<file path="src/rtl/hazard_fwd_unit.sv">
// hazard_fwd_unit: EX operand forwarding, ID load-use detection and a one-entry
// multiplier scoreboard (IDLE/BUSY/DONE) with a latency counter and ID result bypass.
// Optional macro HAZARD_ZERO_REG_EN: address 0 never matches any compare.
module hazard_fwd_unit #(
  parameter int AW      = 3,
  parameter int MUL_LAT = 3
) (
  input  logic          clk,
  input  logic          rst,
  input  logic [AW-1:0] id_rs1,
  input  logic [AW-1:0] id_rs2,
  input  logic          id_rs1_used,
  input  logic          id_rs2_used,
  input  logic [AW-1:0] id_dest,
  input  logic          id_reg_write,
  input  logic          id_is_mul,
  input  logic          branch_flush,
  input  logic [AW-1:0] ex_rs1,
  input  logic [AW-1:0] ex_rs2,
  input  logic [AW-1:0] ex_dest,
  input  logic          ex_reg_write,
  input  logic          ex_is_load,
  input  logic [AW-1:0] mem_dest,
  input  logic          mem_reg_write,
  input  logic [AW-1:0] wb_dest,
  input  logic          wb_reg_write,
  output logic [1:0]    fwd_a_sel,
  output logic [1:0]    fwd_b_sel,
  output logic          stall,
  output logic          id_ex_bubble,
  output logic          mul_busy,
  output logic          mul_done,
  output logic [AW-1:0] mul_dest,
  output logic          id_byp_a,
  output logic          id_byp_b
);

  localparam int CW = (MUL_LAT > 2) ? $clog2(MUL_LAT) : 1;
  localparam logic [CW-1:0] CNT_LOAD = CW'(MUL_LAT - 2);

  localparam logic [1:0] S_IDLE = 2'd0;
  localparam logic [1:0] S_BUSY = 2'd1;
  localparam logic [1:0] S_DONE = 2'd2;

  localparam logic [1:0] SEL_RF  = 2'b00;
  localparam logic [1:0] SEL_MEM = 2'b01;
  localparam logic [1:0] SEL_WB  = 2'b10;

  logic [1:0]    state_q, state_d;
  logic [CW-1:0] cnt_q, cnt_d;
  logic [AW-1:0] pend_q, pend_d;

  logic ld_haz;
  logic sb_haz;
  logic issue;

  // Register-address match; r0 can be made a never-matching hardwired zero.
  function automatic logic addr_eq(input logic [AW-1:0] a, input logic [AW-1:0] b);
`ifdef HAZARD_ZERO_REG_EN
    return (a == b) && (a != '0);
`else
    return (a == b);
`endif
  endfunction

  // Operand forwarding: youngest producer (EX/MEM) wins over MEM/WB.
  always_comb begin
    fwd_a_sel = SEL_RF;
    fwd_b_sel = SEL_RF;
    if (mem_reg_write && addr_eq(mem_dest, ex_rs1))     fwd_a_sel = SEL_MEM;
    else if (wb_reg_write && addr_eq(wb_dest, ex_rs1))  fwd_a_sel = SEL_WB;
    if (mem_reg_write && addr_eq(mem_dest, ex_rs2))     fwd_b_sel = SEL_MEM;
    else if (wb_reg_write && addr_eq(wb_dest, ex_rs2))  fwd_b_sel = SEL_WB;
  end

  // Hazard detection: load-use against ID/EX, scoreboard only while the multiplier is busy.
  always_comb begin
    ld_haz = ex_is_load && ex_reg_write &&
             ((id_rs1_used && addr_eq(ex_dest, id_rs1)) ||
              (id_rs2_used && addr_eq(ex_dest, id_rs2)));
    sb_haz = 1'b0;
    if (state_q == S_BUSY) begin
      sb_haz = (id_rs1_used && addr_eq(id_rs1, pend_q)) ||
               (id_rs2_used && addr_eq(id_rs2, pend_q)) ||
               (id_reg_write && addr_eq(id_dest, pend_q)) ||
               id_is_mul;
    end
    stall        = ld_haz || sb_haz;
    id_ex_bubble = stall || branch_flush;
    issue        = id_is_mul && !stall && !branch_flush;
  end

  // Scoreboard next state: DONE may chain straight into BUSY for back-to-back multiplies.
  always_comb begin
    state_d = state_q;
    cnt_d   = cnt_q;
    pend_d  = pend_q;
    case (state_q)
      S_IDLE: begin
        if (issue) begin
          state_d = S_BUSY;
          cnt_d   = CNT_LOAD;
          pend_d  = id_dest;
        end
      end
      S_BUSY: begin
        if (cnt_q == '0) state_d = S_DONE;
        else             cnt_d   = cnt_q - 1'b1;
      end
      S_DONE: begin
        if (issue) begin
          state_d = S_BUSY;
          cnt_d   = CNT_LOAD;
          pend_d  = id_dest;
        end else begin
          state_d = S_IDLE;
        end
      end
      default: state_d = S_IDLE;
    endcase
  end

  // Scoreboard registers; reset aborts an in-flight multiply without a done pulse.
  always_ff @(posedge clk or posedge rst) begin
    if (rst) begin
      state_q <= S_IDLE;
      cnt_q   <= '0;
      pend_q  <= '0;
    end else begin
      state_q <= state_d;
      cnt_q   <= cnt_d;
      pend_q  <= pend_d;
    end
  end

  // Status and ID-stage bypass of the multiplier result during its write-back cycle.
  always_comb begin
    mul_busy = (state_q == S_BUSY);
    mul_done = (state_q == S_DONE);
    mul_dest = pend_q;
    id_byp_a = mul_done && id_rs1_used && addr_eq(id_rs1, pend_q);
    id_byp_b = mul_done && id_rs2_used && addr_eq(id_rs2, pend_q);
  end

endmodule

</file>
<file path="config.mk">
export PLATFORM = sky130hd
export DESIGN_NAME = hazard_fwd_unit
export DESIGN_NICKNAME = d
export VERILOG_FILES = /design/src/rtl/hazard_fwd_unit.sv
export SDC_FILE = /design/constraint.sdc
export NUM_CORES = 1
export LEC_CHECK = 0
export BUFFER_PORTS_ARGS = -buffer_cell sky130_fd_sc_hd__buf_2
export CAP_MARGIN = 20
export CORE_MARGIN = 8
export CORE_UTILIZATION = 40
export DETAILED_ROUTE_END_ITERATION = 10
export GPL_TIMING_DRIVEN = 0
export HOLD_SLACK_MARGIN = 0.02
export PLACE_DENSITY = 0.79
export SYNTH_ARGS = -nofsm -noshare
export SYNTH_HDL_FRONTEND = slang
export SYNTH_SLANG_ARGS = --single-unit
</file>
<file path="constraint.sdc">
create_clock -name clk -period 1.39 [get_ports clk]
set_input_delay 0.0695 -clock clk [delete_from_list [all_inputs] [get_ports clk]]
set_output_delay 0.0695 -clock clk [all_outputs]
set_load 0.02 [all_outputs]
</file>
After elaboration in Yosys (flattened, before gate mapping)
Cells that the tools add are included.

Register bits: 7. Input bits: 35.

Equal/unequal tests: 15. Reductions and logical operators: 32. Add/subtract/negate cells: 1. Multiplexer cells: 11.

Operator list (count): == test 3 bit (9); logical AND 1 bit (17); 2-to-1 mux 2 bit (7); logical OR 1 bit (6); one-hot mux 2 bit (3 select lines) (1); zero test 2 bit (2); != test 2 x 1 -> 1 bit, second input constant (2); != test 2 bit, second input constant (2); one-hot mux 2 bit (2 select lines) (1); AND reduction 2 bit (2); AND reduction 3 bit (1); == test 2 x 1 -> 1 bit, second input constant (1); == test 2 bit, second input constant (1); zero test 1 bit (2); 2-to-1 mux 1 bit (2); nonzero test 2 bit (1); OR reduction 2 bit (1); subtractor 2 x 1 -> 2 bit, second input constant (1).

Depth between registers and ports, before layout
Depth after elaboration: 12. Depth in mapped cells: 5. Gate-level depth less buffers: 5.

Worst setup path before layout
No wires, ideal clock.

Path type: register -> output. Start: register pend_q[1], in the netlist mul_dest[1]. End: output port id_ex_bubble. Cell stages (with the launch flop): 5. Data arrival time: 1.296 ns. Path slack: 0.025 ns. Cell sequence: dfrtp_1 -> xnor2_1 -> nand4_1 -> a41oi_1 -> or3_1.

Cells in the longest elaborated chain, start to end: 8. Elaborated cells between the ends (all ways): 12. Those cells by class: 3 x eq/ne; 1 x mux; 8 x reduce/logical.

Ends and longest elaborated chain: start: declaration (RTL line 51) `logic [AW-1:0] pend_q, pend_d;`; start signal: assignment (RTL line 132) `pend_q <= pend_d;`; == test 3 bit (RTL line 62) `return (a == b);`; logical AND 1 bit (on tied branches) (RTL line 83, 84); logical OR 1 bit (RTL line 83) `sb_haz = (id_rs1_used && addr_eq(id_rs1, pend_q)) ||`; logical OR 1 bit * (RTL line 84) `(id_rs2_used && addr_eq(id_rs2, pend_q)) ||`; logical OR 1 bit * (RTL line 85) `(id_reg_write && addr_eq(id_dest, pend_q)) ||`; 2-to-1 mux 1 bit * (RTL line 82) `if (state_q == S_BUSY) begin`; logical OR 1 bit * (RTL line 88) `stall = ld_haz || sb_haz;`; logical OR 1 bit * (RTL line 89) `id_ex_bubble = stall || branch_flush;`; end: declaration (RTL line 30) `output logic id_ex_bubble,`.

Every way passes the cells marked *; elsewhere a longest branch is shown, timed or not.

Final worst setup path
Start: register pend_q[2], in the netlist mul_dest[2]. End: output port id_ex_bubble.

Same word-level chain as after synthesis.

==> Implementation_results.wiki <==
{| class="wikitable"
! Metric !! Value
|-
| Die Height || 56.9 um
|-
| Worst-margin pin slew || 0.420 ns
|-
| Layout cell share with drive strength beyond 1 || 0.496
|-
| Clock latency on the worst-skew pair || 0.25 ns
|-
| Count of pins on the block boundary || 48
|-
| Worst setup timing slack at the placement stage || -0.0341 ns
|-
| Number of vias in the routed layout || 732
|-
| Post-Route Hold Slack || 0.0795 ns
|-
| Synth unique cells || 20
|-
| Antenna violations before repair || 0
|-
| Count of non-filler cells in the finished layout || 145
|-
| Total power || 0.00144 W
|-
| Biggest area contributors in the synthesized netlist || sky130_fd_sc_hd__xnor2_1, sky130_fd_sc_hd__dfrtp_1, sky130_fd_sc_hd__nand4_1
|-
| Initial cell density of the core || 0.435
|-
| Critical path launch point type || register
|-
| Sequential element share of the synthesized area || 0.261
|-
| Final layout net count || 166
|-
| F_max || 608 MHz
|-
| Crit path arrival time || 1.58 ns
|-
| Total inserted antenna cells || 0
|-
| Type of the worst setup path || reg -> out
|-
| Count of standard-cell rows || 14
|-
| Peak ir drop on the vdd network || 0.895 mV
|-
| Failing checks || negative setup slack
|-
| Number of iterations in the first detailed-routing pass || 4
|-
| Clock transition at the register clock pins on the worst setup and hold paths after CTS || 0.06 ns
|-
| Number of failing hold endpoints at the final stage || 0
|-
| Area leader, netlist || sky130_fd_sc_hd__xnor2_1
|-
| Pwr dens || 1410 mW/mm2
|-
| Setup-failing EPs final || 4
|-
| Clock root buffer master || sky130_fd_sc_hd__clkbuf_4
|-
| Maximum number of pins on one net before global-route repair || 8
|-
| Routed Antenna Nets || 0
|-
| Worst rel slew slack || 0.718
|-
| H-Tree Depth || 1
|-
| Vias in the first global route || 841
|-
| Max-capacitance violation count || 0
|-
| Placeable core region || 0.00154 mm2
|-
| Period utilization || 1.18
|-
| Number of clock sinks seen by CTS || 7
|-
| TritonCTS clock tree || done
|-
| Run status || complete, but fails checks
|-
| Netlist area before placement || 671 um2
|-
| Path type of the worst min-delay path || in -> reg
|-
| Growth of design area from synthesis to finish || 52.8%
|-
| Die width || 56.9 um
|-
| Final weighted congestion in routability-driven placement || 0.777
|-
| Final Routed Wirelength || 2.19 mm
|-
| Drc violations || 0
|-
| Synth warnings || 0
|-
| Port Buffer Count || 47
|-
| Shortest period the worst path allows || 1.64 ns
|-
| Pleak || 0.492 nW
|-
| Clock tree skew after final layout || 0.00517 ns
|-
| Post-detailed-route via-to-cell ratio || 5.05
|-
| Number of DRC violations after detailed-routing iteration 0 || 9
|-
| Number of CTS-inserted buffers || 3
|-
| Global-route wire length before repair || 3.65 mm
|-
| Number of instances in the synthesized netlist || 75
|-
| Mean instance size in the synthesized netlist || 8.94 um2
|-
| Top-area cell type share of the netlist area || 0.300
|-
| Synth Register Bits || 7
|-
| Gr ovfl total || 0
|-
| Average wire length per cell after detail routing || 15.1 um
|-
| Slack of the critical path || -0.255 ns
|-
| Setup slack on the worst flop-to-flop path || 0.07 ns
|-
| Placed cell count || 138
|-
| Critical path peak fanout || 5
|-
| Die Area || 0.00324 mm2
|-
| All-layer global routing usage || 0.137
|-
| Layout filler cell count || 155
|-
| Share of the core filled with cells || 0.665
|-
| WP data required || 1.32 ns
|-
| Net count after synthesis || 111
|-
| Nature of the critical path endpoint || primary output
|-
| Clk buf depth || 2
|-
| Setup repair after global routing missed its margin || yes
|-
| Number of max-slew violations in the final report || 0
|}
layer usage:
metal  up-vias  track usage  routed length, um
li1        363            -                  -
met4         0       0.0604                 27
met3         4       0.0531                196
met5         -            0                  0
met1       328        0.133                853
met2        37        0.248               1110
flip-flops by register name (all words and copies together), names as in the netlist:
register	cells
cnt_q	2
mul_dest	3
state_q	2
kinds of logic (layout without fill, tap and decap cells):
family,after synthesis,after routing,share of synthesized area
AO/OA/AOI/OAI,4,4,0.0485
XOR/XNOR,27,27,0.353
adder cells (fa/ha/maj),1,1,0.0187
buffers and inverters,6,60,0.0336
flip-flops,7,7,0.261
multiplexers,3,3,0.0504
AND/OR/NAND/NOR,27,27,0.235
metrics by stage:
stage | cell area [um2] | TNS [ns]
2_1_floorplan | 671 | 0
3_3_place_gp | 926 | -0.0231
3_5_place_dp | 926 | -0.0625
4_1_cts | 1020 | -0.721
5_1_grt | 1020 | -0.984
6_report | 1020 | -0.630
layout by cell type, fill, tap and decap left out, types with 2 or more instances in the layout:
master                     instances
sky130_fd_sc_hd__buf_2            43
sky130_fd_sc_hd__xnor2_1          22
sky130_fd_sc_hd__nand4_1           7
sky130_fd_sc_hd__inv_1             6
sky130_fd_sc_hd__nand2b_1          4
sky130_fd_sc_hd__nand2_1           4
sky130_fd_sc_hd__nor2_1            4
sky130_fd_sc_hd__xor2_1            4
sky130_fd_sc_hd__dfrtp_1           4
sky130_fd_sc_hd__mux2_2            3
sky130_fd_sc_hd__clkbuf_4          3
sky130_fd_sc_hd__dfrtp_2           3
sky130_fd_sc_hd__buf_6             3
sky130_fd_sc_hd__buf_4             3
sky130_fd_sc_hd__nor3_1            2
worst max-delay path, cell delays in order, from the launching register on:
cell	delay (ns)
sky130_fd_sc_hd__dfrtp_2	0.45
sky130_fd_sc_hd__xnor2_1	0.14
sky130_fd_sc_hd__nand4_1	0.13
sky130_fd_sc_hd__a41oi_2	0.13
sky130_fd_sc_hd__or3_1	0.33
sky130_fd_sc_hd__buf_6	0.14
report_power, final:
group / internal (W) / leakage (nW) / switching [W] / total (W)
clock: 0.000110 / 0.0150 / 0.0000760 / 0.000186
combinational: 0.000416 / 0.396 / 0.000416 / 0.000832
sequential: 0.000302 / 0.0810 / 0.000123 / 0.000426
total: 0.000828 / 0.492 / 0.000615 / 0.00144
cell type report:
class,count,area [um2],area share
Clock buffer,4,26.3,0.0256
Inverter,6,22.5,0.0220
Multi-Input combinational cell,62,495,0.484
Sequential cell,7,179,0.175
Tap cell,16,20.0,0.0195
Timing Repair Buffer,50,282,0.275
Yosys cell counts:
cell                       instances
sky130_fd_sc_hd__xor2_1            4
sky130_fd_sc_hd__and2_1            1
sky130_fd_sc_hd__nor3_1            2
sky130_fd_sc_hd__mux2_2            3
sky130_fd_sc_hd__nand4_1           7
sky130_fd_sc_hd__nand3_1           1
sky130_fd_sc_hd__o31a_1            1
sky130_fd_sc_hd__nor4_4            1
sky130_fd_sc_hd__a21oi_2           1
sky130_fd_sc_hd__dfrtp_1           7
sky130_fd_sc_hd__a41oi_1           1
sky130_fd_sc_hd__nor2_1            5
sky130_fd_sc_hd__inv_1             6
sky130_fd_sc_hd__o22ai_1           1
sky130_fd_sc_hd__or2_2             1
sky130_fd_sc_hd__nand2_1           4
sky130_fd_sc_hd__nand2b_1          4
sky130_fd_sc_hd__xnor2_1          23
sky130_fd_sc_hd__or3_1             1
sky130_fd_sc_hd__ha_1              1
path summary, 6_finish.rpt:
path                                  start      endpoint  depth (start not counted)
worst max-delay path            mul_dest[2]  id_ex_bubble                          5
worst min-delay path             id_dest[0]   mul_dest[0]                          2
worst max register to register   state_q[0]   mul_dest[1]                          2
worst min register to register     cnt_q[1]      cnt_q[1]                          2
max in group asynchronous               rst   mul_dest[1]                          3
min in group asynchronous               rst   mul_dest[0]                          3
timing repair:
item | CTS | global route
hold buffers | 1 | 0
hold endpoints to repair | 7 | 0
setup buffers | 3 | 0
setup endpoints to repair | 4 | 7
gates resized for setup | 12 | 2
pin swaps | 5 | 3
(Power assumes the default switching activity.)
